<file path="src/rtl/dm_copy_engine.sv">
// Word-by-word DM block copy engine; second DM master beside the CPU datapath.
// Optional DM_COPY_FILL_EN adds a fill mode that writes a constant word without reading.
module dm_copy_engine #(
   parameter int ADDR_BITS = 7,
   parameter int LEN_W     = 6
) (
   input  logic             clk,
   input  logic             rst_n,
   input  logic             start,
   input  logic [31:0]      src_addr,
   input  logic [31:0]      dst_addr,
   input  logic [LEN_W-1:0] len_words,
`ifdef DM_COPY_FILL_EN
   input  logic             fill,
   input  logic [31:0]      fill_data,
`endif
   output logic             busy,
   output logic             done,
   output logic [31:0]      Mem_addr,
   output logic [31:0]      Mem_w_data,
   output logic             Mem_w,
   output logic             Mem_r,
   input  logic [31:0]      Mem_r_data
);

   // state  | meaning
   // S_IDLE | waiting for start; DM port released
   // S_RD   | reading source word into the buffer
   // S_WR   | writing buffer to destination, advancing pointers
   // S_DONE | one-cycle completion pulse
   typedef enum logic [1:0] {S_IDLE, S_RD, S_WR, S_DONE} state_t;

   localparam int PW = ADDR_BITS - 2;

   state_t           state_q, state_d;
   logic [PW-1:0]    src_q, src_d;
   logic [PW-1:0]    dst_q, dst_d;
   logic [LEN_W-1:0] cnt_q, cnt_d;
   logic [31:0]      buf_q, buf_d;
   logic             fill_q, fill_d;
   logic             fill_in;
   logic [31:0]      fill_data_in;

`ifdef DM_COPY_FILL_EN
   assign fill_in      = fill;
   assign fill_data_in = fill_data;
`else
   assign fill_in      = 1'b0;
   assign fill_data_in = 32'h0;
`endif

   // Pointer bits outside the DM word range are intentionally dropped.
   logic unused_addr_bits;
   assign unused_addr_bits = &{1'b0, src_addr[31:ADDR_BITS], src_addr[1:0],
                               dst_addr[31:ADDR_BITS], dst_addr[1:0]};

   always_ff @(posedge clk or negedge rst_n) begin
      if (!rst_n) begin
         state_q <= S_IDLE;
         src_q   <= '0;
         dst_q   <= '0;
         cnt_q   <= '0;
         buf_q   <= '0;
         fill_q  <= 1'b0;
      end else begin
         state_q <= state_d;
         src_q   <= src_d;
         dst_q   <= dst_d;
         cnt_q   <= cnt_d;
         buf_q   <= buf_d;
         fill_q  <= fill_d;
      end
   end

   always_comb begin
      state_d = state_q;
      src_d   = src_q;
      dst_d   = dst_q;
      cnt_d   = cnt_q;
      buf_d   = buf_q;
      fill_d  = fill_q;
      case (state_q)
         S_IDLE: begin
            if (start) begin
               src_d  = src_addr[ADDR_BITS-1:2];
               dst_d  = dst_addr[ADDR_BITS-1:2];
               cnt_d  = len_words;
               fill_d = fill_in;
               // Fill mode preloads the buffer so WR needs no special data path.
               if (fill_in) buf_d = fill_data_in;
               if (len_words == '0)
                  state_d = S_DONE;
               else if (fill_in)
                  state_d = S_WR;
               else
                  state_d = S_RD;
            end
         end
         S_RD: begin
            buf_d   = Mem_r_data;
            state_d = S_WR;
         end
         S_WR: begin
            src_d = src_q + PW'(1);
            dst_d = dst_q + PW'(1);
            cnt_d = cnt_q - LEN_W'(1);
            if (cnt_q == LEN_W'(1))
               state_d = S_DONE;
            else if (fill_q)
               state_d = S_WR;
            else
               state_d = S_RD;
         end
         S_DONE:  state_d = S_IDLE;
         default: state_d = S_IDLE;
      endcase
   end

   always_comb begin
      busy       = 1'b0;
      done       = 1'b0;
      Mem_r      = 1'b0;
      Mem_w      = 1'b0;
      Mem_addr   = 32'h0;
      Mem_w_data = 32'h0;
      case (state_q)
         S_RD: begin
            busy     = 1'b1;
            Mem_r    = 1'b1;
            Mem_addr = {{(32-ADDR_BITS){1'b0}}, src_q, 2'b00};
         end
         S_WR: begin
            busy       = 1'b1;
            Mem_w      = 1'b1;
            Mem_addr   = {{(32-ADDR_BITS){1'b0}}, dst_q, 2'b00};
            Mem_w_data = buf_q;
         end
         S_DONE:  done = 1'b1;
         default: ;
      endcase
   end

endmodule

</file>
<file path="config.mk">
export PLATFORM = sky130hd
export DESIGN_NAME = dm_copy_engine
export DESIGN_NICKNAME = d
export VERILOG_FILES = /design/src/rtl/dm_copy_engine.sv
export SDC_FILE = /design/constraint.sdc
export NUM_CORES = 1
export LEC_CHECK = 0
export CAP_MARGIN = 5
export CORE_ASPECT_RATIO = 1.5
export CORE_MARGIN = 2
export CORE_UTILIZATION = 41
export CTS_CLUSTER_DIAMETER = 50
export CTS_CLUSTER_SIZE = 12
export DETAILED_ROUTE_END_ITERATION = 10
export GPL_ROUTABILITY_DRIVEN = 0
export PLACE_DENSITY = 0.91
export SYNTH_ARGS = -nofsm -noshare
export SYNTH_HDL_FRONTEND = slang
export SYNTH_SLANG_ARGS = --single-unit
export TNS_END_PERCENT = 5
</file>
<file path="constraint.sdc">
create_clock -name clk -period 2.65 [get_ports clk]
set_input_delay 0.53 -clock clk [delete_from_list [all_inputs] [get_ports clk]]
set_output_delay 0.53 -clock clk [all_outputs]
set_load 0.1 [all_outputs]
</file>
==> reports/metrics.cfg <==
[timing]
setup-tns-final_ps = 0
finalWorstPathRequiredPeriod_ps = 2530
max_slew_margin = 0.596
tightestPinTransition_ps = 606
fin_worst_skew_ps = 11.0
clock.fmax_mhz = 395
hold_slack_ps = 209
timing.final.hold_violations = 0
timing.final.max_slew_violations = 0
unrepaired_setup_endpoints_after_global_routing = no
finalSetupViolCount = 0
period_share = 0.956

[clock_tree]
holdBufCountCts = 0
cts.sink_count = 50
insertion_delay_ps = 320
clock_tree_root = sky130_fd_sc_hd__clkbuf_8
tritoncts = yes
ctsResizeCount = 0
clock_path_buffers = 2
cts_made_buffers = 5
worst_setup_hold_path_clk_slew_ps = 110
cts.htree.levels = 2
cts_setup_buffers = 0

[finish]
final_layout_size_suffix_gt1_frac = 0.275
number_of_filler_cells_placed_in_the_layout = 518
fin_nets = 479
diodes = 0
final_core_utilization = 0.626
most_used_cells_in_the_layout_excluding_fill_and_tap_cells = sky130_fd_sc_hd__dfrtp_1, sky130_fd_sc_hd__clkdlybuf4s50_1, sky130_fd_sc_hd__buf_12
area_grow_syn2layout_pct = 48.6
final_common_cell = sky130_fd_sc_hd__dfrtp_1

[outcome]
outcome = complete, no violations

[floorplanning]
die_h_um = 106
floorplan.initialDensity = 0.421
dieWidth_um = 72.3
std_cell_rows = 37
die_area_sq_um = 7690
top_ports = 173
floorplan.core_area_sq_um = 6810

[global_routing]
gr_util_all_layers = 0.193
grt_remaining_overflow = 0
grt_pass1_wl_um = 11600
antenna_violations_before_repair = 0
grt_max_degree = 32
first_global_vias = 2443

[yosys]
synth-seq-area-share = 0.436
synth.lib_cells_used.distinct = 36
synth_edf_count = 0
netlist_instances = 278
avgSynthCellArea_sq_um = 10.3
synth_async_sr_flop_share = 1.00
syn-cell-area_sq_um = 2870
synthesis.yosys.warnings = 0
synth-seq-cells = 50
postSynth.topFlopCell = sky130_fd_sc_hd__dfrtp_1

[critical_path]
critical_path_peak_fanout = 31
critPathTopFamily = buffers and inverters
kind_of_capture_point_of_the_worst_setup_path = output pin
cell_by_cell_listing_of_the_critical_path = inv_1 > ha_2 > buf_4 > and2_1 > buf_12
startpoint_type_of_the_worst_setup_path = flop
crit_type = reg -> out
timing.critical_path.slowest_stage_cell = sky130_fd_sc_hd__dfrtp_1
critPathArrivalTime_ps = 2000
path_buf_inv = 3
cpPeakStageDelay_ps = 430
critical_path_required_ps = 2120

[drt]
detail_route.iter0.violations = 186
detailroute.via_count = 2357
drt_pass1_iterations = 4
drt_drc_violations_left = 0
final_antenna_net_count = 0
vias_per_instance = 5.30
wire_per_inst_um = 15.9
wl_um = 7100

[job]
max_cap_violations = 0

[min_path]
worst_hold_path_type = in -> async

[placed_design]
io_buffer_count = 91
dpl.hpwl_um = 5460

[cell type report]
type                       instances  area, sq um  area share
tap                               78         97.6      0.0229
clock buffer                       5         68.8      0.0161
inverter                           8         30.0     0.00704
timing repair buffer              99         1350       0.317
clock inverter                     3         26.3     0.00616
multi-input combinational        202         1440       0.337
sequential                        50         1250       0.294
[per-layer routing]
metal | track usage | part of all wire | up-vias
met3 | 0.0351 | 0.069 | 21
li1 | - | - | 1099
met1 | 0.211 | 0.35 | 1120
met5 | 0 | 0 | -
met2 | 0.339 | 0.54 | 117
met4 | 0.112 | 0.040 | 0
[flip-flops by register name (all words and copies together), names as in the netlist]
register and flops:
state_q 2, buf_q 32, src_q 5, dst_q 5
cnt_q 6
[kinds of logic (layout without fill, tap and decap cells)]
logic type / after synthesis / after routing / share of synthesized area
AO/OA/AOI/OAI: 67 / 67 / 0.151
adder cells (fa/ha/maj): 8 / 8 / 0.0349
AND/OR/NAND/NOR: 68 / 68 / 0.139
other: 1 / 27 / 0.00131
multiplexers: 32 / 32 / 0.126
buffers and inverters: 52 / 115 / 0.112
flip-flops: 50 / 50 / 0.436
[cells in the mapped netlist, drive strengths merged (6+ instances only)]
library cell  count  share of area
o22a              7          0.021
buf              39          0.095
inv               8          0.010
nand3            12          0.021
and2             32          0.070
mux2             32           0.13
ha                8          0.035
o21ai            12          0.024
o22ai            14          0.031
dfrtp            50           0.44
a21oi            19          0.033
nor2b             6          0.013
[through the flow]
step,area [sq um],setup slack (ps),std cells
after floorplan,3010,-202,304
after global routing,4260,0.520,445
final,4260,116,445
after global placement,4170,455,437
after detailed placement,4170,419,437
after CTS,4260,114,445
[final timing paths]
| path | cells after the start | slack (ps) | endpoint | from |
|---|---|---|---|---|
| min in group clk | 1 | 510 | buf_q[0] | buf_q[0] |
| worst max-delay path | 5 | 120 | Mem_w_data[9] | state_q[0] |
| worst min register to register | 1 | 510 | buf_q[0] | buf_q[0] |
| max in group asynchronous | 2 | 1770 | buf_q[4] | rst_n |
| worst max register to register | 6 | 720 | cnt_q[2] | state_q[1] |
| worst min-delay path | 1 | 210 | src_q[2] | rst_n |
Power is left out: the tool's default activity adds up to more than one toggle a clock period on the data nets, which glitch-free logic cannot reach.
